`config.mk`:
```
export PLATFORM = sky130hd
export DESIGN_NAME = reservation_station_flat
export DESIGN_NICKNAME = d
export VERILOG_FILES = /design/src/rtl/reservation_station_if.sv /design/src/rtl/reservation_station.sv /design/src/flat_wrapper.sv
export SDC_FILE = /design/constraint.sdc
export NUM_CORES = 2
export LEC_CHECK = 0
export CAP_MARGIN = 25
export CORE_ASPECT_RATIO = 1.1
export CORE_MARGIN = 3
export CORE_UTILIZATION = 52
export CTS_CLUSTER_DIAMETER = 60
export DETAILED_ROUTE_END_ITERATION = 10
export HOLD_SLACK_MARGIN = 0.08
export PLACE_DENSITY = 0.77
export SLEW_MARGIN = 10
export SYNTH_ARGS = -nofsm -noshare
export SYNTH_HDL_FRONTEND = slang
export SYNTH_SLANG_ARGS = --single-unit
```
`constraint.sdc`:
```
create_clock -name clk -period 4.1 [get_ports clk]
set_input_delay 1.23 -clock clk [delete_from_list [all_inputs] [get_ports clk]]
set_output_delay 1.23 -clock clk [all_outputs]
set_load 0.01 [all_outputs]
```
`src/rtl/reservation_station_if.sv`:
```
// Entry formats shared by rename, the reservation stations and the FUs, plus the
// dispatch/issue bundle between the dispatch stage (master) and a station (slave).

localparam int RS_PREG_W = 7;
localparam int RS_ROB_W  = 5;

typedef struct packed {
    logic [6:0]           opcode;
    logic [9:0]           funct;
    logic [31:0]          imm;
    logic [RS_PREG_W-1:0] pd_old;
} rs_payload_t;

typedef struct packed {
    logic [RS_PREG_W-1:0] ps1;
    logic [RS_PREG_W-1:0] ps2;
    logic [RS_PREG_W-1:0] pd_new;
    logic [1:0]           fu;
    rs_payload_t          payload;
} rename_data_t;

typedef struct packed {
    logic                 valid;
    logic [RS_ROB_W-1:0]  rob_index;
    logic [RS_PREG_W-1:0] pd;
    logic [RS_PREG_W-1:0] ps1;
    logic [RS_PREG_W-1:0] ps2;
    logic                 ps1_rdy;
    logic                 ps2_rdy;
    logic [1:0]           fu;
    rs_payload_t          payload;
} rs_data_t;

interface reservation_station_if;
    rename_data_t        r_data;
    logic [RS_ROB_W-1:0] rob_index_in;
    logic                di_en;
    logic                full;
    logic                fu_ready;
    logic                fu_dispatched;
    rs_data_t            data_out;

    modport master (
        output r_data, rob_index_in, di_en, fu_ready,
        input  full, fu_dispatched, data_out
    );

    modport slave (
        input  r_data, rob_index_in, di_en, fu_ready,
        output full, fu_dispatched, data_out
    );
endinterface

```
`src/rtl/reservation_station.sv`:
```
// Reservation station: holds renamed instructions until both sources are ready,
// issues the oldest ready one per cycle and drops entries younger than a mispredict.

module reservation_station #(
    parameter int DEPTH  = 8,
    parameter int PREG_W = RS_PREG_W,
    parameter int ROB_W  = RS_ROB_W
) (
    input  logic                  clk,
    input  logic                  reset,
    reservation_station_if.slave  rs,
    input  logic                  mispredict,
    input  logic [ROB_W-1:0]      mispredict_tag,
    input  logic [PREG_W-1:0]     ps_in,
    input  logic                  ps_ready,
    input  logic                  preg_rtable [2**PREG_W]
);
    localparam int IDX_W = (DEPTH > 1) ? $clog2(DEPTH) : 1;

    logic [DEPTH-1:0] valid_reg;
    logic [DEPTH-1:0] rdy1_reg;
    logic [DEPTH-1:0] rdy2_reg;
    logic [ROB_W-1:0] tag_reg   [DEPTH];
    rename_data_t     entry_reg [DEPTH];
    // older_reg[i][j] = 1 when entry i was allocated before entry j
    logic [DEPTH-1:0] older_reg [DEPTH];

    rs_data_t         data_out_reg;
    logic             fu_dispatched_reg;

    logic [DEPTH-1:0] wake1;
    logic [DEPTH-1:0] wake2;
    logic [DEPTH-1:0] eff1;
    logic [DEPTH-1:0] eff2;
    logic [DEPTH-1:0] younger;
    logic [DEPTH-1:0] cand;
    logic [DEPTH-1:0] pick;

    logic             full_c;
    logic             alloc_en;
    logic             issue_en;
    logic             alloc_wake1;
    logic             alloc_wake2;
    logic [IDX_W-1:0] alloc_idx;
    logic [IDX_W-1:0] issue_idx;
    logic [ROB_W-1:0] rel_tail;
    rs_data_t         issue_data;

    assign full_c   = &valid_reg;
    assign alloc_en = rs.di_en && !full_c && !mispredict;
    assign rel_tail = rs.rob_index_in - mispredict_tag;

    assign alloc_wake1 = preg_rtable[rs.r_data.ps1] || (ps_ready && (ps_in == rs.r_data.ps1));
    assign alloc_wake2 = preg_rtable[rs.r_data.ps2] || (ps_ready && (ps_in == rs.r_data.ps2));

    genvar gi;
    generate
        for (gi = 0; gi < DEPTH; gi++) begin : g_entry
            logic [ROB_W-1:0] rel_tag;
            logic [DEPTH-1:0] older_than_me;

            // Distances from the branch along the circular ROB decide who is younger.
            assign rel_tag     = tag_reg[gi] - mispredict_tag;
            assign younger[gi] = mispredict && valid_reg[gi] &&
                                 (tag_reg[gi] != mispredict_tag) && (rel_tag < rel_tail);

            assign wake1[gi] = preg_rtable[entry_reg[gi].ps1] ||
                               (ps_ready && (ps_in == entry_reg[gi].ps1));
            assign wake2[gi] = preg_rtable[entry_reg[gi].ps2] ||
                               (ps_ready && (ps_in == entry_reg[gi].ps2));

            // Wakeup is bypassed into select so a broadcast this cycle can issue at the next edge.
            assign eff1[gi] = rdy1_reg[gi] || wake1[gi];
            assign eff2[gi] = rdy2_reg[gi] || wake2[gi];
            assign cand[gi] = rs.fu_ready && valid_reg[gi] && eff1[gi] && eff2[gi] && !younger[gi];

            always_comb begin
                older_than_me = '0;
                for (int j = 0; j < DEPTH; j++) begin
                    older_than_me[j] = older_reg[j][gi];
                end
            end

            assign pick[gi] = cand[gi] && ((cand & older_than_me) == '0);
        end
    endgenerate

    assign issue_en = |pick;

    always_comb begin
        alloc_idx = '0;
        for (int i = DEPTH - 1; i >= 0; i--) begin
            if (!valid_reg[i]) alloc_idx = IDX_W'(i);
        end
        issue_idx = '0;
        for (int i = 0; i < DEPTH; i++) begin
            if (pick[i]) issue_idx = IDX_W'(i);
        end
    end

    always_comb begin
        issue_data           = '0;
        issue_data.valid     = 1'b1;
        issue_data.rob_index = tag_reg[issue_idx];
        issue_data.pd        = entry_reg[issue_idx].pd_new;
        issue_data.ps1       = entry_reg[issue_idx].ps1;
        issue_data.ps2       = entry_reg[issue_idx].ps2;
        issue_data.ps1_rdy   = 1'b1;
        issue_data.ps2_rdy   = 1'b1;
        issue_data.fu        = entry_reg[issue_idx].fu;
        issue_data.payload   = entry_reg[issue_idx].payload;
    end

    always_ff @(posedge clk or negedge reset) begin
        if (!reset) begin
            valid_reg <= '0;
            rdy1_reg  <= '0;
            rdy2_reg  <= '0;
            for (int i = 0; i < DEPTH; i++) begin
                tag_reg[i]   <= '0;
                entry_reg[i] <= '0;
                older_reg[i] <= '0;
            end
        end else begin
            for (int i = 0; i < DEPTH; i++) begin
                if (alloc_en && (alloc_idx == IDX_W'(i))) begin
                    valid_reg[i] <= 1'b1;
                    entry_reg[i] <= rs.r_data;
                    tag_reg[i]   <= rs.rob_index_in;
                    rdy1_reg[i]  <= alloc_wake1;
                    rdy2_reg[i]  <= alloc_wake2;
                    older_reg[i] <= '0;
                end else begin
                    if (younger[i] || (issue_en && (issue_idx == IDX_W'(i)))) begin
                        valid_reg[i] <= 1'b0;
                    end
                    rdy1_reg[i] <= eff1[i];
                    rdy2_reg[i] <= eff2[i];
                    // Every resident entry is older than the one being allocated.
                    if (alloc_en) older_reg[i][alloc_idx] <= valid_reg[i];
                end
            end
        end
    end

    always_ff @(posedge clk or negedge reset) begin
        if (!reset) begin
            data_out_reg      <= '0;
            fu_dispatched_reg <= 1'b0;
        end else if (issue_en) begin
            data_out_reg      <= issue_data;
            fu_dispatched_reg <= 1'b1;
        end else begin
            data_out_reg      <= '0;
            fu_dispatched_reg <= 1'b0;
        end
    end

    assign rs.full          = full_c;
    assign rs.data_out      = data_out_reg;
    assign rs.fu_dispatched = fu_dispatched_reg;

endmodule

```
`src/flat_wrapper.sv`:
```
// flat-port wrapper written by rule: the top's interface ports become plain ports
module reservation_station_flat 
#(
    parameter int DEPTH  = 8,
    parameter int PREG_W = RS_PREG_W,
    parameter int ROB_W  = RS_ROB_W
)
  (clk, reset, mispredict, mispredict_tag, ps_in, ps_ready, preg_rtable, rs_r_data, rs_rob_index_in, rs_di_en, rs_fu_ready, rs_full, rs_fu_dispatched, rs_data_out);
  reservation_station_if rs_i ();
  input  logic clk;
  input  logic reset;
  input  logic mispredict;
  input  logic [ROB_W-1:0] mispredict_tag;
  input  logic [PREG_W-1:0] ps_in;
  input  logic ps_ready;
  input  logic preg_rtable[2**PREG_W];
  input wire logic [$bits(rs_i.r_data)-1:0] rs_r_data;
  input wire logic [$bits(rs_i.rob_index_in)-1:0] rs_rob_index_in;
  input wire logic [$bits(rs_i.di_en)-1:0] rs_di_en;
  input wire logic [$bits(rs_i.fu_ready)-1:0] rs_fu_ready;
  output wire logic [$bits(rs_i.full)-1:0] rs_full;
  output wire logic [$bits(rs_i.fu_dispatched)-1:0] rs_fu_dispatched;
  output wire logic [$bits(rs_i.data_out)-1:0] rs_data_out;
  assign rs_i.r_data = rs_r_data;
  assign rs_i.rob_index_in = rs_rob_index_in;
  assign rs_i.di_en = rs_di_en;
  assign rs_i.fu_ready = rs_fu_ready;
  assign rs_full = rs_i.full;
  assign rs_fu_dispatched = rs_i.fu_dispatched;
  assign rs_data_out = rs_i.data_out;
  reservation_station #(.DEPTH(DEPTH), .PREG_W(PREG_W), .ROB_W(ROB_W)) u_core (.clk(clk), .reset(reset), .rs(rs_i), .mispredict(mispredict), .mispredict_tag(mispredict_tag), .ps_in(ps_in), .ps_ready(ps_ready), .preg_rtable(preg_rtable));
endmodule
```
* After elaboration in Yosys (flattened, before gate mapping)
Cells that the tools add are included.
Widths: inputs -> output; s select.
** Word-level totals
- Output and inout port bits :: 89
- Memory bits (writable) :: 0
- Bits in read-only memories :: 0
- Logic and storage cells :: 524
- Latch bits :: 0
- Memories :: 0
- Bits of input ports :: 230
- Flip-flop bits (word level) :: 848
** Cells by class
- Reduce and logical (&&, ||, !) cells :: 181
- Eq/ne operators :: 40
- Mux-type cells :: 135
- Divide/modulo/power cells :: 0
- Order comparisons :: 29
- Bitwise operators :: 27
- Add/subtract/negate cells :: 9
- Multipliers :: 0
- Shift-type cells :: 0
** Operators with widths (count)
- $bmux 79 s3 :: 1
- $mux 79 :: 2
- $ge 8x8->1 const B :: 18
- $not 7->8 :: 18
- $mux 8 :: 16
- $bmux 1 s7 :: 18
- $eq 7x7->1 :: 18
- $logic_and 1x1->1 :: 101
- $mux 87 :: 1
- $mux 1 :: 71
- $and 8x8->8 :: 8
- $bwmux 8 :: 8
- $logic_not 8->1 :: 8
- $sub 5x5->5 :: 9
- $logic_or 1x1->1 :: 42
- $lt 5x5->1 :: 8
- $ne 5x5->1 :: 8
- $mux 3 :: 12
- $reduce_bool 2->1 :: 16
- $eq 3x3->1 const B :: 8
- $bmux 5 s3 :: 1
- $eq 3x2->1 const B :: 4
- $logic_not 1->1 :: 10
- $mux 5 :: 2
- other kinds (10) :: 13

* Longest topological paths before layout
- Depth after elaboration :: 24
- Gate-level depth with buffers :: 24
- Depth with buffers taken out :: 19

* Worst setup path after synthesis
OpenSTA, ideal clock, no wires.
- Path kind :: input to register
- From :: input port mispredict_tag[1]
- To :: register u_core.data_out_reg, in the netlist u_core.rs.data_out[82]
- Buffers on the path :: 3
- Library setup time :: 0.144 ns
- Stages on the path :: 19
- Required time :: 3.956 ns
- Arrival time :: 5.581 ns
- Slack :: -1.625 ns
- Cells stage by stage :: inv_1 fa_1 inv_1 ha_1 a21o_1 a21o_1 maj3_1 a211oi_1 or3_1 nor2_1 a221o_1 a2111oi_4 nor3_1 o31ai_2 buf_4 buf_12 buf_8 mux2i_1 o221ai_1
** Between the ends
- Longest elaborated chain between the ends :: 20
- Elaborated cells between the ends (all ways) :: 94
- Those cells by class :: 9 x add/sub; 8 x order compare; 8 x eq/ne; 11 x mux; 9 x bitwise; 49 x reduce/logical
** RTL lines
- from (decl) :: line flat_wrapper.sv:13 : input logic [ROB_W-1:0] mispredict_tag;
- $sub 5x5->5, or another cell as far along :: line reservation_station.sv:63 : assign rel_tag = tag_reg[gi] - mispredict_tag;
- $lt 5x5->1 / $logic_and 1x1->1 (equally long branches) :: line reservation_station.sv:65, reservation_station.sv:64
- $logic_and 1x1->1 :: line reservation_station.sv:65 : (tag_reg[gi] != mispredict_tag) && (rel_tag < rel_tail);
- $logic_not 1->1 :: line reservation_station.sv:75 : assign cand[gi] = rs.fu_ready && valid_reg[gi] && eff1[gi] && eff2[gi] && !younger[gi];
- $logic_and 1x1->1 :: line reservation_station.sv:75
- $and 8x8->8 :: line reservation_station.sv:84 : assign pick[gi] = cand[gi] && ((cand & older_than_me) == '0);
- $logic_not 8->1 :: line reservation_station.sv:84
- $logic_and 1x1->1 :: line reservation_station.sv:84
- $mux 1 :: line reservation_station.sv:97 : if (pick[i]) issue_idx = IDX_W'(i);
- $mux 2 (2 in a row) :: line reservation_station.sv:97
- $mux 3 (4 in a row) :: line reservation_station.sv:97
- $not 3->4 (implied by the code) :: line reservation_station.sv:104 : issue_data.rob_index = tag_reg[issue_idx];
- $bmux 5 s3 :: line reservation_station.sv:104
- $mux 5 (implied by the code) (2 in a row) :: line reservation_station.sv:104
- $mux 87 * :: line reservation_station.sv:150 : end else if (issue_en) begin
- to (signal assigned) :: line reservation_station.sv:151 : data_out_reg <= issue_data;
- to (decl) :: line reservation_station.sv:28 : rs_data_t data_out_reg;
Mark *: on every way between the ends. The rest lies on a longest branch, timed or not. The select of a mux whose other input is x is not followed.
A chain may end at the register's enable or synchronous reset.

* Worst setup path in the final report
- From :: input port preg_rtable[94] (netlist name)
- To :: register u_core.data_out_reg, in the netlist u_core.rs.data_out[8]
** Between the ends
- Longest elaborated chain between the ends :: 23
- Elaborated cells between the ends (all ways) :: 141
- Those cells by class :: 59 x mux; 9 x bitwise; 73 x reduce/logical
** RTL lines
- from (decl) :: line flat_wrapper.sv:16 : input logic preg_rtable[2**PREG_W];
- $bmux 1 s7 :: line reservation_station.sv:67 : assign wake1[gi] = preg_rtable[entry_reg[gi].ps1] ||
- $mux 1 (implied by the code) (2 in a row) :: line reservation_station.sv:67
- $logic_or 1x1->1 :: line reservation_station.sv:67
- $logic_or 1x1->1 :: line reservation_station.sv:73 : assign eff1[gi] = rdy1_reg[gi] || wake1[gi];
- $logic_and 1x1->1 (3 in a row) :: line reservation_station.sv:75
- $and 8x8->8 :: line reservation_station.sv:84
- $logic_not 8->1 :: line reservation_station.sv:84
- $logic_and 1x1->1 :: line reservation_station.sv:84
- $mux 1 :: line reservation_station.sv:97
- $mux 2 (2 in a row) :: line reservation_station.sv:97
- $mux 3 (4 in a row) :: line reservation_station.sv:97
- $not 3->4 (implied by the code) :: line reservation_station.sv:111 : issue_data.payload = entry_reg[issue_idx].payload;
- $bmux 79 s3 :: line reservation_station.sv:111
- $mux 79 (2 in a row)
- $mux 87 * :: line reservation_station.sv:150
Marked as above.

==> impl_metrics.csv <==
group,metric,value,unit
final_layout,layout_common_cells,"1719 x nand2_1, 931 x buf_4, 829 x dfrtp_1, 546 x mux4_2, 323 x mux2i_1",
final_layout,nets,7333,
synthesis,synthFlopType,"dfrtp_1",
place,finalWeightedCongestion,1.08,
clock_network,htreeDepth,3,
synthesis,ys_types,83,
final_layout,drive_gt1_share,36.0,%
min_path,worstHoldStart,"u_core.entry_reg[489]",
clock_network,cts_root_buf,"clkbuf_16",
sta,fin_skew,0.0526,ns
setup_path,r2r_end,"u_core.rs.data_out[77]",
sta,relSlewSlack,34.3,%
grt,overflow,0,
detailed_routing,drt-pass1-iter-count,9,
floorplanning,rows,129,
flow_run,cap_violations,0,
detailed_routing,final_antenna_net_count,0,
final_layout,largest_reg_flops,632,
power_and_ir_drop,power_leakage,0.0366,uW
sta,tightestPinTransition,0.986,ns
setup_path,reg2reg_setup_slack,-1.10,ns
grt,grt_pass1_wl,410000,um
place,place_hpwl,194000,um
sta,fin_crit,5.38,ns
power_and_ir_drop,clkPwrFrac,21.3,%
setup_path,reg2reg_from,"u_core.entry_reg[389]",
floorplanning,fp.dieArea,118000,um2
setup_path,path_class,"input port to flop",
power_and_ir_drop,p_comb_share,48.3,%
grt,antenna_found_initial,24,
sta,maxSlewViolCount,0,
status,status,"complete, but fails checks",
setup_path,cp-end-kind,"flop",
detailed_routing,num_vias,60900,
setup_path,max_stage_delay,0.45,ns
power_and_ir_drop,cellPowerDensity,473,nW/um2
detailed_routing,dr.first_iter.drc_count,8945,
final_layout,fin_util,72.3,%
setup_path,critPathArrivalTime,5.91,ns
min_path,worstHoldEndpoint,"u_core.entry_reg[489]",
clock_network,hold_buffers,0,
setup_path,cp_data_required_time,4.63,ns
clock_network,clk_path_buf_depth,3,
synthesis,netlist_instances,5897,
synthesis,synth.avg_cell_area,10.1,um2
power_and_ir_drop,p_int,23900,uW
clock_network,numCtsBuffers,82,
power_and_ir_drop,peakVddDrop,0.000486,V
clock_network,cts.clk_slew.worst_paths,0.07,ns
floorplanning,die_y,361,um
floorplanning,io_pins,319,
synthesis,synth_area,59500,um2
synthesis,synth_warnings,0,
sta,rsz0062_at_grt,"true",
power_and_ir_drop,switchingPower,14700,uW
detailed_routing,wl,293000,um
setup_path,path_cells,"dlymetal6s2s_1, buf_12, mux4_2, mux2i_1, nor2_1, nor4_2, o22ai_4, a221oi_4, buf_4, and4b_1, buf_6, a22oi_2, o211ai_1, a211oi_2, buf_4, o21ai_1, and3_4, buf_12, buf_16, buf_12, buf_12, mux2i_1, o221ai_1",
setup_path,cpMaxStageDelayCell,"mux4_2",
detailed_routing,via_per_inst,7.05,
detailed_routing,drc_errors,0,
sta,hold_violations,0,
synthesis,async_reset_ff_share,100,%
setup_path,critPathMaxFanout,9,
clock_network,cts.sinks,845,
sta,setup_slack,-1.28,ns
setup_path,cpMostUsedCell,"buf_12",
place,dpl_worst_slack,-2.32,ns
setup_path,rr_worst_depth,19,
sta,period_share,131,%
min_path,whs_path_depth,2,
synthesis,ys_ff_latch,845,
detailed_routing,routedWlPerCell,33.9,um
final_layout,nFillCells,7648,
final_layout,final_common_cell,"nand2_1",
grt,grt_max_degree,89,
sta,timing.fmax,186,MHz
power_and_ir_drop,p_seq_share,30.5,%
floorplanning,dieWidth,328,um
status,violations,"negative setup slack",
grt,grt_pass1_vias,59900,
floorplanning,core_area,113000,um2
synthesis,synth_nets,6188,
clock_network,tritoncts,"done",
sta,setup_viol,93,
synthesis,ys_seq_area_share,35.6,%
min_path,hold_class,"flop to flop",
setup_path,start_kind,"input port",
synthesis,synth_edf_count,0,
final_layout,area_delta_synth_final,37.3,%
floorplanning,start_util,52.6,%
power_and_ir_drop,power_switching_share,38.1,%
setup_path,cp-startpoint,"preg_rtable[94]",
grt,grt_usage,46.9,%
clock_network,clock_latency,0.70,ns
place,portBuffers,318,
==> synthesized netlist by cell type (54+ instances only) <==
cell type  number  area share (%)
o21ai_0        96            0.81
dfrtp_1       845              36
mux2_2        195             3.7
mux4_2        546              21
xor2_1        126             1.9
a221oi_1      119             1.8
inv_1          68            0.43
clkbuf_1      428             2.7
nand2_1      1727              11
nor2_1        149            0.94
nand3_1       139             1.2
a21oi_1       164             1.4
a22oi_1        66            0.83
mux2i_1       366             6.2
buf_2          83            0.70
buf_1          54            0.34
o221ai_1      100             1.5
==> per-layer routing <==
layer | wire, um | GRT usage [%] | vias up
met3 | 35800 | 12.9 | 1769
li1 | - | - | 23700
met4 | 31600 | 35.4 | 8
met2 | 130000 | 72.6 | 5510
met1 | 95200 | 55.8 | 29900
met5 | 56 | 0 | -
==> how the worst max path moves through the flow <==
stage,to,cells past startpoint
2_1_floorplan,u_core.rs.data_out[62],20
6_report,u_core.rs.data_out[8],23
5_1_grt,u_core.rs.data_out[14],20
4_1_cts,u_core.rs.data_out[78],24
3_5_place_dp,u_core.rs.data_out[65],22
3_3_place_gp,u_core.rs.data_out[65],22
==> cells by family after synthesis <==
logic type / synth area share [%]
xor+xnor: 2.33
mux: 30.5
buf+inv: 5.35
simple gates: 15.6
fa+ha+maj: 1.43
flops: 35.6
compound gates: 9.18
==> through the flow <==
stage	setup TNS [ns]	std cells	total power [uW]	hold slack, ns	instance area (um2)
after floorplan	-113.78	5897	20100	0.444	59700
after global placement	-212.75	8284	27800	0.457	74400
final	-102.89	8638	38700	0.476	81700
after detailed placement	-213.48	8284	28100	0.462	74400
after global routing	-113.89	8621	39800	0.492	81600
after CTS	-82.53	8555	37500	0.477	80100
==> what timing repair did <==
action,4_1_cts,5_1_grt
resized for setup,411,229
pin swaps,106,76
setup buffers,101,51
endpoints found under the setup margin,105,93
cloned,27,20
==> area by class of cell <==
class                      count  area, um2  share of cell area, %
antenna                       24       60.1                 0.0735
tap                         1506       1880                   2.31
timing repair buffer        1701      18700                   22.9
inverter                      69        268                  0.328
sequential                   845      21200                   25.9
clock inverter                42        609                  0.746
clock buffer                 108       2300                   2.82
multi-input combinational   4343      36700                   44.9
==> worst max-delay path: cells and delay by family <==
| family | cells | cell delay, ns |
|---|---|---|
| buffers and inverters | 9 | 1.66 |
| muxes | 3 | 0.81 |
| and+or+nand+nor | 4 | 0.88 |
| AOI/OAI and AO/OA | 7 | 1.26 |
==> power groups by stage <==
stage | registers (uW) | clock network (uW) | logic, uW
after global routing | 11800 | 8550 | 19400
final | 11800 | 8220 | 18700
after CTS | 11600 | 8200 | 17800
after global placement | 11600 | 0 | 16200
after floorplan | 11100 | 0 | 8950
after detailed placement | 11600 | 0 | 16500
Power figures use the tool's default switching activity.
